--- src/rtl/spi_bitrev_slave.sv ---
// spi_bitrev_slave
//   SPI slave loopback target running on the system clock. sck, ss and mosi
//   are oversampled through synchroniser chains, so any CPOL/CPHA mode works
//   as long as clock runs at least 4x faster than sck.
//
//   Every word is received first (WIDTH sample edges on mosi, first bit into
//   bit 0). It is then returned on miso during the next WIDTH bit times,
//   either bit-reversed (REVERSE=1) or echoed in the same order (REVERSE=0).
//   Several words may follow each other within one ss assertion.
//
// Ports
//   clock      in   system clock, all logic on posedge
//   reset      in   synchronous active-high reset
//   sck        in   SPI clock (asynchronous to clock)
//   ss         in   slave select, active low (asynchronous to clock)
//   mosi       in   master-out data (asynchronous to clock)
//   miso       out  slave-out data, idles high
//   busy       out  high while receiving or transmitting a word
//   word_done  out  one-cycle pulse when a word's TX phase completes
//   rx_word    out  last fully received word, held until the next one lands
//   word_count out  completed words since reset, wraps at 16 bits
module spi_bitrev_slave #(
   parameter int WIDTH       = 8,
   parameter bit CPOL        = 1'b0,
   parameter bit CPHA        = 1'b0,
   parameter bit REVERSE     = 1'b1,
   parameter int SYNC_STAGES = 2
) (
   input  logic             clock,
   input  logic             reset,
   input  logic             sck,
   input  logic             ss,
   input  logic             mosi,
   output logic             miso,
   output logic             busy,
   output logic             word_done,
   output logic [WIDTH-1:0] rx_word,
   output logic [15:0]      word_count
);

   localparam int CW = (WIDTH > 2) ? $clog2(WIDTH) : 1;
   localparam logic [CW-1:0] LAST = CW'(WIDTH - 1);

   typedef enum logic [1:0] {IDLE, RX, TX} state_t;

   state_t                 state_q, state_d;
   logic [SYNC_STAGES-1:0] sck_sync_q, sck_sync_d;
   logic [SYNC_STAGES-1:0] ss_sync_q, ss_sync_d;
   logic [SYNC_STAGES-1:0] mosi_sync_q, mosi_sync_d;
   logic                   sck_prev_q, sck_prev_d;
   logic [WIDTH-1:0]       shift_q, shift_d;
   logic [WIDTH-1:0]       rx_word_q, rx_word_d;
   logic [CW-1:0]          bit_cnt_q, bit_cnt_d;
   logic                   miso_q, miso_d;
   logic                   word_done_q, word_done_d;
   logic [15:0]            word_count_q, word_count_d;

   logic          sck_s, ss_s, mosi_s;
   logic          sck_edge, lead_edge, trail_edge;
   logic          sample_edge, shift_edge;
   logic          last_bit;
   logic [CW-1:0] tx_idx;
   logic          tx_bit;

   // Synchroniser chains shift toward the MSB; the MSB is the usable value.
   always_comb begin
      sck_sync_d  = {sck_sync_q[SYNC_STAGES-2:0], sck};
      ss_sync_d   = {ss_sync_q[SYNC_STAGES-2:0], ss};
      mosi_sync_d = {mosi_sync_q[SYNC_STAGES-2:0], mosi};
      sck_s       = sck_sync_q[SYNC_STAGES-1];
      ss_s        = ss_sync_q[SYNC_STAGES-1];
      mosi_s      = mosi_sync_q[SYNC_STAGES-1];
      sck_prev_d  = sck_s;
   end

   // Leading edge leaves the idle level, trailing edge returns to it.
   always_comb begin
      sck_edge    = sck_s ^ sck_prev_q;
      lead_edge   = sck_edge & (sck_prev_q == CPOL);
      trail_edge  = sck_edge & (sck_prev_q != CPOL);
      sample_edge = CPHA ? trail_edge : lead_edge;
      shift_edge  = CPHA ? lead_edge : trail_edge;
      last_bit    = (bit_cnt_q == LAST);
      tx_idx      = REVERSE ? (LAST - bit_cnt_q) : bit_cnt_q;
      tx_bit      = rx_word_q[tx_idx];
   end

   // State register
   always_ff @(posedge clock) begin
      if (reset) begin
         state_q <= IDLE;
      end else begin
         state_q <= state_d;
      end
   end

   // Next-state logic; a synced-high ss overrides any edge in the same cycle.
   always_comb begin
      state_d = state_q;
      if (ss_s) begin
         state_d = IDLE;
      end else begin
         case (state_q)
            IDLE:    state_d = RX;
            RX:      if (sample_edge && last_bit) state_d = TX;
            TX:      if (sample_edge && last_bit) state_d = RX;
            default: state_d = IDLE;
         endcase
      end
   end

   // Datapath next values
   always_comb begin
      shift_d      = shift_q;
      rx_word_d    = rx_word_q;
      bit_cnt_d    = bit_cnt_q;
      miso_d       = miso_q;
      word_done_d  = 1'b0;
      word_count_d = word_count_q;
      if (ss_s) begin
         // Abort: the partial word is dropped, rx_word and the count survive.
         shift_d   = '0;
         bit_cnt_d = '0;
         miso_d    = 1'b1;
      end else begin
         case (state_q)
            IDLE: begin
               bit_cnt_d = '0;
               miso_d    = 1'b1;
            end
            RX: begin
               if (sample_edge) begin
                  shift_d[bit_cnt_q] = mosi_s;
                  if (last_bit) begin
                     rx_word_d = shift_d;
                     bit_cnt_d = '0;
                  end else begin
                     bit_cnt_d = bit_cnt_q + 1'b1;
                  end
               end else if (shift_edge) begin
                  miso_d = 1'b1;
               end
            end
            TX: begin
               // Sample edges only pace the reply; miso moves on shift edges.
               if (sample_edge) begin
                  if (last_bit) begin
                     bit_cnt_d    = '0;
                     word_done_d  = 1'b1;
                     word_count_d = word_count_q + 16'd1;
                  end else begin
                     bit_cnt_d = bit_cnt_q + 1'b1;
                  end
               end else if (shift_edge) begin
                  miso_d = tx_bit;
               end
            end
            default: begin
               miso_d = 1'b1;
            end
         endcase
      end
   end

   // Datapath and synchroniser registers
   always_ff @(posedge clock) begin
      if (reset) begin
         sck_sync_q   <= {SYNC_STAGES{CPOL}};
         ss_sync_q    <= '1;
         mosi_sync_q  <= '0;
         sck_prev_q   <= CPOL;
         shift_q      <= '0;
         rx_word_q    <= '0;
         bit_cnt_q    <= '0;
         miso_q       <= 1'b1;
         word_done_q  <= 1'b0;
         word_count_q <= '0;
      end else begin
         sck_sync_q   <= sck_sync_d;
         ss_sync_q    <= ss_sync_d;
         mosi_sync_q  <= mosi_sync_d;
         sck_prev_q   <= sck_prev_d;
         shift_q      <= shift_d;
         rx_word_q    <= rx_word_d;
         bit_cnt_q    <= bit_cnt_d;
         miso_q       <= miso_d;
         word_done_q  <= word_done_d;
         word_count_q <= word_count_d;
      end
   end

   // Outputs
   always_comb begin
      busy       = (state_q != IDLE);
      miso       = miso_q;
      word_done  = word_done_q;
      rx_word    = rx_word_q;
      word_count = word_count_q;
   end

endmodule

--- config.mk ---
export PLATFORM = sky130hd
export DESIGN_NAME = spi_bitrev_slave
export DESIGN_NICKNAME = d
export VERILOG_FILES = /design/src/rtl/spi_bitrev_slave.sv
export SDC_FILE = /design/constraint.sdc
export NUM_CORES = 1
export LEC_CHECK = 0
export BUFFER_PORTS_ARGS = -buffer_cell sky130_fd_sc_hd__buf_2
export CAP_MARGIN = 30
export CORE_ASPECT_RATIO = 1.4
export CORE_MARGIN = 1
export CORE_UTILIZATION = 56
export CTS_CLUSTER_DIAMETER = 50
export CTS_CLUSTER_SIZE = 40
export DETAILED_ROUTE_END_ITERATION = 7
export GPL_ROUTABILITY_DRIVEN = 0
export GPL_TIMING_DRIVEN = 0
export HOLD_SLACK_MARGIN = 0.06
export PLACE_DENSITY = 0.76
export SLEW_MARGIN = 0
export SYNTH_ARGS = -nofsm -noshare
export SYNTH_HDL_FRONTEND = slang
export SYNTH_SLANG_ARGS = --single-unit
--- constraint.sdc ---
create_clock -name clock -period 2 [get_ports clock]
set_clock_uncertainty 0.15 [all_clocks]
set_input_delay 0.4 -clock clock [delete_from_list [all_inputs] [get_ports clock]]
set_output_delay 0.4 -clock clock [all_outputs]
set_load 0.02 [all_outputs]
-- Word level (Yosys, flattened, before mapping)
Cells that the tools add are included.
- output and inout bits: 27
- logic and storage cells: 65
- register bits after elaboration: 46
- bits of input ports: 5
- equality and inequality tests: 10
- $lt $le $gt $ge: 3
- reductions and logical operators: 14
- multiplexer cells: 17
- bitwise gates (word level): 7
- $add $sub $neg: 3
- operators with widths (kind ; count):
    adder 16 x 1 -> 16 bit (second input constant) ; 1
    inequality test 2 bit (second input constant) ; 6
    AND reduction 4 bit ; 3
    bitwise mux 8 bit ; 1
    < comparator 3 x 4 -> 1 bit (second input constant) ; 2
    two-way mux 1 bit ; 7
    two-way mux 3 bit ; 2
    case mux 2 bit (3 select lines) ; 1
    case mux 3 bit (2 select lines) ; 1
    AND reduction 2 bit ; 3
    two-way mux 2 bit ; 2
    NOT 1 bit ; 4
    nonzero test 2 bit ; 2
    OR reduction 2 bit ; 2
    OR reduction 4 bit ; 1
    adder 3 x 1 -> 3 bit (second input constant) ; 1
    binary-select mux 1 bit (select 3 bit) ; 1
    demux 1 bit (select 3 bit) ; 1
    equality test 3 bit (second input constant) ; 1
    >= comparator 3 x 1 -> 1 bit (second input constant) ; 1
    subtractor 3 bit (first input constant) ; 1
    bitwise AND 1 bit ; 2
    equality test 2 x 1 -> 1 bit (second input constant) ; 1
    equality test 2 bit (second input constant) ; 1
    5 further kinds ; 6

-- Longest topological paths before layout
Gate-level depths: netlist (run 1).
- word-level depth: 6
- mapped depth: 7
- mapped depth without buffers: 6

-- Worst setup path before layout (run 1)
No wires, ideal clock.
- kind: reg-to-reg
- from: register word_count_q[0] (netlist: word_count[0])
- to: register word_count_q[10] (netlist: word_count[10])
- stages on the path, launching flop included: 6
- buffers on the path: 0
- required time: 1.778 ns
- clock period less this slack: 1.695 ns
- arrival: 1.473 ns
- library setup time: 0.072 ns
- path slack: 0.305 ns
- cells stage by stage: dfxtp_1 > ha_1 > and3_1 > nand4_4 > or3_1 > a21oi_1
- longest elaborated chain between the ends: 1
- RTL lines (what ; line ; source):
    from (decl) ; 56 ; logic [15:0] word_count_q, word_count_d;
    from (signal assigned) ; 188 ; word_count_q <= word_count_d;
    adder 16 x 1 -> 16 bit ; 150 ; word_count_d = word_count_q + 16'd1;
No other way between the ends.
A chain may end at the register's enable or synchronous reset.

-- Worst setup path in the final report (run 1)
- from: register state_q[0]
- to: register word_count_q[14] (netlist: word_count[14])
- longest elaborated chain between the ends: 2
- RTL lines (what ; line ; source):
    from (decl) ; 46 ; state_t state_q, state_d;
    from (signal assigned) ; 93 ; state_q <= state_d;
    equality test 2 bit ; 126 ; case (state_q)
    AND reduction 4 bit (no line) ; n/a ;
No other way between the ends.

==> impl_metrics.yaml, run 1 <==
floorplanning:
  chipHeight_um: 75.07
  num_io_pins: 32
  die_w_um: 54.20
  rows: 26
  design.core.area_um2: 3643
  start_util_pct: 58.62
  die_area_um2: 4068
placed_design:
  dpl.hpwl_mm: 3.154
  io_buffers: 31
  dpl_cell_area_um2: 2344
synth:
  syn_area_um2: 2136
  synth.most_common_cell: "dfxtp_1"
  seq_area_frac_synth_pct: 42.18
  synth-edff-count: 0
  synthCells: 230
  yosys.cell_types.count: 44
  ys_ff_latch: 45
  synth_nets: 243
  synth_warnings: 0
  synth_common_cells: "dfxtp_1, nor2_1, a211oi_1"
  syn_area_per_cell_um2: 9.286
  ys_async_sr_fraction_pct: 0
  ys.flop_type: "dfxtp_1"
  ys_top_cells_by_area: "dfxtp_1, nor2_1, ha_1"
  yosysTopAreaCell: "dfxtp_1"
  yosys.area.top_type_share_pct: 42.18
clocking:
  cts_tree: "done"
  cts_buffers: 5
  postCtsSetupRepairBufs: 0
  clk_pin_slew_worst_paths_ns: 0.09
  clockBufferDepth: 2
  cts.htree.levels: 2
  worstSkewPairLatency_ns: 0.30
  cts_resized: 0
  cts_sinks: 45
  ctsHoldBuffers: 0
  root_buffer: "clkbuf_8"
detailed_routing:
  drt_iter0_markers: 43
  wl_mm: 4.405
  ant_nets: 0
  vias_per_cell: 5.621
  drc: 0
  dr.pass1.iters: 4
  wire_per_inst_um: 14.16
  vias: 1748
worst_setup_path:
  cp-end-kind: "flip-flop"
  startpoint_type: "flip-flop"
  crit_type: "flip-flop to flip-flop"
  crit_chain: "inv_1 -> ha_2 -> and3b_2 -> nand4_4 -> or3_1 -> a21oi_1"
  slowest_delay_ns: 0.34
  slowest_stage: "or3_1"
  r2r_cells: 6
  crit_arrival_ns: 1.94
  cp_max_fo: 7
  required_ns: 2.08
pwr:
  ir_worst_vdd_mv: 0.5316
  intPower_mw: 1.414
  p_sw_share_pct: 19.75
  sequentialPowerShare_pct: 51.5
  clkPwrFrac_pct: 46.1
  comb_power_share_pct: 2.4
  static-leakage-power_nw: 1.029
  power_density_nw_per_um2: 710.4
  power.switching_mw: 0.3479
cells_and_area:
  final_cell_area_um2: 2480
  fin_nets: 281
  drive_above_1_share_pct: 22.30
  layout.area.seq_um2: 900.9
  final.fill_count: 314
  syn2layout_area_growth_pct: 16.11
  diodes: 0
  multi_input_area_um2: 1152
global_routing:
  grt.overflow.total: 0
  busiest_layer: "met2"
  use_met2_pct: 39.30
  gr-usage-met1_pct: 28.70
  grt_max_degree: 15
  grtUsageTotal_pct: 23.45
  grt_pass1_wl_mm: 6.858
  antenna_found_initial: 0
  first_global_vias: 1518
  use_met3_pct: 5.253
sta:
  tightest_slew_ns: 0.5672
  fmax_mhz: 537.4
  post-route-min-period_ns: 1.861
  finalMaxSlewViolations: 0
  fin_setup_tns_ns: 0
  slew_headroom_pct: 62.19
  fin_crit_sh_pct: 93.05
  finalSetupViolations: 0
  final_hold_viol_count: 0
  rsz0062_at_grt: "no"
min_path:
  whs_path_depth: 2
  hp-class: "input pin to flip-flop"
job:
  drv_cap: 0
run_status:
  status: "finished clean"
-- path summary, 6_finish.rpt --
path / start / to / slack, ns
max: state_q[0]$_SDFFE_PP0P_ / word_count[14]$_SDFFE_PP0P_ / 0.14
max reg2reg: state_q[0]$_SDFFE_PP0P_ / word_count[14]$_SDFFE_PP0P_ / 0.14
min: ss / ss_sync_q[0]$_SDFF_PP1_ / 0.13
min reg2reg: ss_sync_q[0]$_SDFF_PP1_ / ss_sync_q[1]$_SDFF_PP1_ / 0.27
-- cell type report --
class / instances / area share, %
sequential: 45 / 36.33
clock inverter: 3 / 2.624
tap: 42 / 2.119
inverter: 5 / 0.7568
timing repair buffer: 31 / 6.256
multi-input combinational: 167 / 46.47
buffer: 13 / 2.674
clock buffer: 5 / 2.775
-- cells by family after synthesis --
group / share of synthesized area, %
compound gates: 13.65
xor+xnor: 3.281
fa+ha+maj: 4.687
buf+inv: 3.984
flops: 42.18
mux: 5.214
simple gates: 27.01
-- power groups by stage --
stage	sequential, mW	combinational [mW]	clock [mW]
after floorplan	0.926	0.0290	0
after global placement	0.928	0.0426	0
after detailed placement	0.928	0.0427	0
after CTS	0.907	0.0430	0.822
after global routing	0.908	0.0476	0.858
final	0.907	0.0428	0.812
-- sequential cells by signal (all words and copies together) (netlist names) --
signal       count
sck_prev_q       1
word_count      16
word_done        1
bit_cnt_q        3
miso             1
rx_word          8
state_q          2
mosi_sync_q      2
sck_sync_q       2
shift_q          7
ss_sync_q        2
-- metal layers --
layer	share of wire, %	vias to the layer above
li1	-	904
met1	45	806
met2	51	34
met3	3.3	4
met4	0.95	0
met5	0	-
-- through the flow --
stage,hold WS [ns],cells,worst slack [ns],power [mW],utilization (%)
5_1_grt,0.1241,311,0.02557,1.814,68.06
2_1_floorplan,0.2395,230,0.3050,0.9554,-
3_3_place_gp,0.2483,303,0.1747,0.9703,64.32
3_5_place_dp,0.2480,303,0.1353,0.9704,64.32
6_report,0.1346,311,0.1391,1.762,68.06
4_1_cts,0.1276,311,0.09938,1.772,67.99
-- critical path: cells and delay by family, from the launching register on --
kind / cells / cell delay [ns]
compound gates: 1 / 0.14
buf+inv: 1 / 0.13
flops: 1 / 0.33
fa+ha+maj: 1 / 0.25
simple gates: 3 / 0.79
-- cell usage in the layout, fill, tap and decap left out, drive strengths merged, types with 2 or more instances in the layout --
| master | count |
|---|---|
| nand3 | 6 |
| nor2b | 6 |
| or2 | 3 |
| xor2 | 6 |
| bufinv | 2 |
| nor3 | 4 |
| buf | 36 |
| mux2i | 10 |
| a22oi | 2 |
| and2 | 3 |
| and3 | 5 |
| and4 | 5 |
| dfxtp | 45 |
| a211oi | 16 |
| o21ai | 8 |
| or3 | 6 |
| nor2 | 34 |
| and2b | 2 |
| clkbuf | 13 |
| ha | 8 |
| nand4 | 6 |
| nand3b | 4 |
| nand2 | 8 |
| inv | 5 |
| xnor2 | 2 |
| a21oi | 10 |
Note: power is estimated with default switching activity, not from simulation.
==> run 2: changes to the inputs <==
--- a/config.mk
+++ b/config.mk
@@ -7,16 +7,15 @@
 export LEC_CHECK = 0
 export BUFFER_PORTS_ARGS = -buffer_cell sky130_fd_sc_hd__buf_2
 export CAP_MARGIN = 30
-export CORE_ASPECT_RATIO = 1.4
 export CORE_MARGIN = 1
-export CORE_UTILIZATION = 56
+export CORE_UTILIZATION = 55
 export CTS_CLUSTER_DIAMETER = 50
 export CTS_CLUSTER_SIZE = 40
 export DETAILED_ROUTE_END_ITERATION = 7
 export GPL_ROUTABILITY_DRIVEN = 0
 export GPL_TIMING_DRIVEN = 0
 export HOLD_SLACK_MARGIN = 0.06
-export PLACE_DENSITY = 0.76
+export PLACE_DENSITY = 0.74
 export SLEW_MARGIN = 0
 export SYNTH_ARGS = -nofsm -noshare
 export SYNTH_HDL_FRONTEND = slang
==> impl_metrics.yaml, run 2 (synthesis gave the netlist of run 1 again) <==
pwr:
  clkPwrFrac_pct: 42.4
  static-leakage-power_nw: 1.020
  comb_power_share_pct: 2.6
  sequentialPowerShare_pct: 55.0
  power.total_mw: 1.649
  p_sw_share_pct: 19.64
  power.switching_mw: 0.3237
  power_density_nw_per_um2: 667.5
  ir_worst_vdd_mv: 0.5182
  intPower_mw: 1.325
global_routing:
  grt.overflow.total: 0
  first_global_vias: 1652
  grt_max_degree: 14
  antenna_found_initial: 0
  grtUsageTotal_pct: 23.24
  grt_pass1_wl_mm: 7.479
job:
  drv_cap: 0
worst_setup_path:
  crit_chain: "inv_1 -> ha_1 -> nand3b_1 -> nor3_4 -> buf_6 -> nor2_1 -> a211oi_2"
  required_ns: 2.06
  crit_arrival_ns: 1.92
  r2r-start: "state_q[1]$_SDFFE_PP0P_"
  r2r_slack_ns: 0.14
  r2r_cells: 7
  r2r-end: "rx_word[5]$_SDFFE_PP0P_"
  path_buf_inv: 2
  crit_type: "flip-flop to flip-flop"
  cp-end-kind: "flip-flop"
  startpoint_type: "flip-flop"
  slowest_stage: "nor3_4"
  cp_top_family: "simple AND/OR/NAND/NOR gates"
  cp_max_fo: 10
  slowest_delay_ns: 0.38
floorplanning:
  rows: 22
  chipHeight_um: 64.32
  design.core.area_um2: 3689
  die_w_um: 64.32
  start_util_pct: 57.90
  num_io_pins: 32
  die_area_um2: 4136
cells_and_area:
  diodes: 0
  fin_nets: 281
  largest_reg_flops: 16
  final.fill_count: 322
  layout_common_cells: "dfxtp_1, nor2_1, buf_2"
  mostFrequentLayoutCell: "dfxtp_1"
  syn2layout_area_growth_pct: 15.64
  post-route-util_pct: 66.96
  drive_above_1_share_pct: 21.93
min_path:
  worstHoldEndpoint: "ss_sync_q[0]$_SDFF_PP1_"
  min_from: "ss"
  whs_path_depth: 2
  hp-class: "input pin to flip-flop"
detailed_routing:
  wire_per_inst_um: 13.80
  wl_mm: 4.376
  ant_nets: 0
  vias_per_cell: 5.590
  vias: 1772
  drt_iter0_markers: 106
  dr.pass1.iters: 4
  drc: 0
clocking:
  cts.htree.levels: 2
  cts_tree: "done"
  root_buffer: "clkbuf_8"
  cts_sinks: 45
  ctsHoldBuffers: 0
  clk_pin_slew_worst_paths_ns: 0.08
  worstSkewPairLatency_ns: 0.29
  cts_buffers: 5
  clockBufferDepth: 2
sta:
  tightest_slew_ns: 0.5358
  fin_setup_tns_ns: 0
  fin_crit_sh_pct: 92.84
  slew_headroom_pct: 64.28
  post-route-min-period_ns: 1.857
  finalSetupViolations: 0
  rsz0062_at_grt: "no"
  finalMaxSlewViolations: 0
  fmax_mhz: 538.6
  final_hold_viol_count: 0
placed_design:
  io_buffers: 31
  dpl.hpwl_mm: 3.148
run_status:
  status: "finished clean"
-- run 2: cell count changes in the layout (fill, tap and decap cells not counted), sizes merged --
cell | before | now
clkbuf | 13 | 15
bufinv | 2 | 1
clkinv | 1 | 0
-- run 2: stage by stage --
step	setup WS (ns)	instance area, um2	hold WS [ns]	cells
floorplan	0.3050	2136	0.2395	230
global placement	0.1661	2351	0.2475	309
detailed placement	0.1331	2351	0.2490	309
CTS	0.1118	2467	0.1351	317
global route	0.005976	2470	0.1463	317
finish	0.1432	2470	0.1431	317
-- run 2: repair_timing --
| action | 4_1_cts | 5_1_grt |
|---|---|---|
| gates resized for setup | 0 | 1 |
| buffers inserted | 0 | 0 |
| setup endpoints to repair | 0 | 1 |
-- run 2: worst max-delay path by stage --
stage	start	slack, ns	depth (start not counted)	endpoint
detailed placement	state_q[0]$_SDFFE_PP0P_	0.13	6	word_count[10]$_SDFFE_PP0P_
CTS	state_q[0]$_SDFFE_PP0P_	0.11	6	word_count[10]$_SDFFE_PP0P_
finish	state_q[1]$_SDFFE_PP0P_	0.14	7	rx_word[5]$_SDFFE_PP0P_
global placement	state_q[1]$_SDFFE_PP0P_	0.17	7	rx_word[4]$_SDFFE_PP0P_
floorplan	word_count[0]$_SDFFE_PP0P_	0.30	5	word_count[10]$_SDFFE_PP0P_
global route	state_q[1]$_SDFFE_PP0P_	0.006	7	rx_word[4]$_SDFFE_PP0P_
-- run 2: metal layers --
metal	share of wire (%)	GRT usage, %
met1	50	32.30
met2	45	35.53
met3	3.4	4.107
met4	1.0	8.889
met5	0	0
-- run 2: area by class of cell --
class	instances	area, um2	area share (%)
clock buffers	7	86.33	3.495
plain buffers	13	66.31	2.685
flip-flops and latches	45	900.9	36.47
repair buffers	31	155.1	6.282
multi-input cells	167	1152	46.66
inverters	5	18.77	0.7599
clock inverters	1	30.03	1.216
well taps	48	60.06	2.432
-- run 2: power by group through the flow --
stage          logic [mW]  clock network (mW)  registers, mW
2_1_floorplan      0.0290                   0          0.926
4_1_cts            0.0439               0.717          0.907
5_1_grt            0.0485               0.751          0.908
6_report           0.0435               0.698          0.907
3_3_place_gp       0.0426                   0          0.928
3_5_place_dp       0.0435                   0          0.928
==> run 3: changes to the inputs <==
--- a/config.mk
+++ b/config.mk
@@ -8,14 +8,14 @@
 export BUFFER_PORTS_ARGS = -buffer_cell sky130_fd_sc_hd__buf_2
 export CAP_MARGIN = 30
 export CORE_MARGIN = 1
-export CORE_UTILIZATION = 55
+export CORE_UTILIZATION = 56
 export CTS_CLUSTER_DIAMETER = 50
 export CTS_CLUSTER_SIZE = 40
 export DETAILED_ROUTE_END_ITERATION = 7
 export GPL_ROUTABILITY_DRIVEN = 0
 export GPL_TIMING_DRIVEN = 0
 export HOLD_SLACK_MARGIN = 0.06
-export PLACE_DENSITY = 0.74
+export PLACE_DENSITY = 0.76
 export SLEW_MARGIN = 0
 export SYNTH_ARGS = -nofsm -noshare
 export SYNTH_HDL_FRONTEND = slang
==> constraint.sdc (replaced) <==
create_clock -name clock -period 1.9 [get_ports clock]
set_clock_uncertainty 0.15 [all_clocks]
set_input_delay 0.38 -clock clock [delete_from_list [all_inputs] [get_ports clock]]
set_output_delay 0.38 -clock clock [all_outputs]
set_load 0.02 [all_outputs]
==> impl_metrics.yaml, run 3 (synthesis gave the netlist of run 1 again) <==
run_status:
  status: "finished clean"
cells_and_area:
  post-route-util_pct: 67.29
  drive_above_1_share_pct: 22.88
  syn2layout_area_growth_pct: 15.35
  final.fill_count: 320
  mostFrequentLayoutCell: "dfxtp_1"
  fin_cells: 319
  fin_nets: 283
  diodes: 0
  largest_reg_flops: 16
  layout_common_cells: "dfxtp_1, nor2_1, buf_2"
detailed_routing:
  vias_per_cell: 5.455
  drt_iter0_markers: 85
  dr.pass1.iters: 5
  ant_nets: 0
  wl_mm: 4.251
  drc: 0
  vias: 1740
  wire_per_inst_um: 13.33
pwr:
  power.switching_mw: 0.3577
  ir_worst_vdd_mv: 0.5958
  p_sw_share_pct: 22.65
  clkPwrFrac_pct: 36.7
  comb_power_share_pct: 2.9
  power_density_nw_per_um2: 640.9
  power.total_mw: 1.579
  static-leakage-power_nw: 1.018
  sequentialPowerShare_pct: 60.4
  intPower_mw: 1.221
global_routing:
  grt_pass1_wl_mm: 7.079
  grt_max_degree: 14
  grt.overflow.total: 0
  first_global_vias: 1497
  antenna_found_initial: 0
  grtUsageTotal_pct: 22.92
sta:
  final_hold_viol_count: 0
  fin_setup_tns_ns: 0
  finalMaxSlewViolations: 0
  setup_slack_ns: 0.1091
  slew_headroom_pct: 63.46
  finalSetupViolations: 0
  fin_crit_sh_pct: 94.26
  tightest_slew_ns: 0.5481
  post-route-min-period_ns: 1.791
  fmax_mhz: 558.4
min_path:
  hp-class: "input pin to flip-flop"
  min_from: "ss"
clocking:
  cts.htree.levels: 2
  clk_pin_slew_worst_paths_ns: 0.08
  cts_tree: "done"
  clockBufferDepth: 2
  cts_buffers: 5
  cts_sinks: 45
  worstSkewPairLatency_ns: 0.30
  root_buffer: "clkbuf_8"
placed_design:
  dpl.hpwl_mm: 2.945
  io_buffers: 31
  place_inst: 309
  dpl_worst_slack_ns: 0.06520
floorplanning:
  start_util_pct: 58.34
  num_io_pins: 32
  chipHeight_um: 63.76
  die_area_um2: 4065
  rows: 22
  die_w_um: 63.76
  design.core.area_um2: 3661
job:
  drv_cap: 0
worst_setup_path:
  r2r-start: "state_q[0]$_SDFFE_PP0P_"
  cp-end-kind: "flip-flop"
  required_ns: 1.98
  crit_type: "flip-flop to flip-flop"
  crit_arrival_ns: 1.87
  cp_max_fo: 7
  startpoint: "state_q[0]$_SDFFE_PP0P_"
  startpoint_type: "flip-flop"
## run 3: cell count changes in the layout (fill, tap and decap cells not counted)
cell / previous run / this run
buf_4: 2 / 4
bufinv_16: 1 / 0
clkbuf_8: 6 / 5
clkinv_2: 0 / 2
ha_1: 7 / 6
ha_4: 0 / 1
## run 3: through the flow
stage	hold WS (ns)	area [um2]
finish	0.1173	2464
global route	0.1087	2464
CTS	0.1066	2434
detailed placement	0.2473	2351
global placement	0.2471	2351
floorplan	0.2395	2136
## run 3: power groups by stage
stage               clock (mW)  combinational (mW)  sequential [mW]
floorplan                    0              0.0305            0.975
global placement             0              0.0449            0.976
detailed placement           0              0.0447            0.977
CTS                      0.586              0.0453            0.954
global route             0.629              0.0512            0.955
finish                   0.579              0.0454            0.954
## run 3: final timing paths
| path | depth (start not counted) | slack (ns) | to |
|---|---|---|---|
| setup / recovery | 6 | 0.11 | word_count[13]$_SDFFE_PP0P_ |
| hold / removal | 2 | 0.12 | ss_sync_q[0]$_SDFF_PP1_ |
| setup reg to reg | 6 | 0.11 | word_count[13]$_SDFFE_PP0P_ |
| hold reg to reg | 1 | 0.25 | ss_sync_q[1]$_SDFF_PP1_ |
## run 3: layout make-up
cell class | instances | area [um2] | share of cell area, %
sequential | 45 | 900.9 | 36.57
timing repair buffer | 33 | 170.2 | 6.907
multi-input combinational | 167 | 1165 | 47.28
inverter | 5 | 18.77 | 0.7618
buffer | 13 | 66.31 | 2.692
clock buffer | 6 | 72.57 | 2.946
tap | 48 | 60.06 | 2.438
clock inverter | 2 | 10.01 | 0.4063
## run 3: repair_timing
action / CTS / global route
buffers inserted: 0 / 2
gates resized for setup: 0 / 3
hold buffers: 0 / 0
setup endpoints to repair: 0 / 10
## run 3: per-layer routing
layer	up-vias	GRT usage, %	part of all wire [%]
met5	-	0	0
met4	0	10.80	1.3
met1	806	31.20	51
li1	899	-	-
met2	30	33.64	45
met3	5	5.893	3.2
## run 3: critical path, stage by stage (launching register included)
cell     delay, ns
dfxtp_1       0.34
inv_1         0.16
ha_4          0.19
and3b_2       0.26
nand4_4       0.14
or3_1         0.34
a21oi_1       0.14
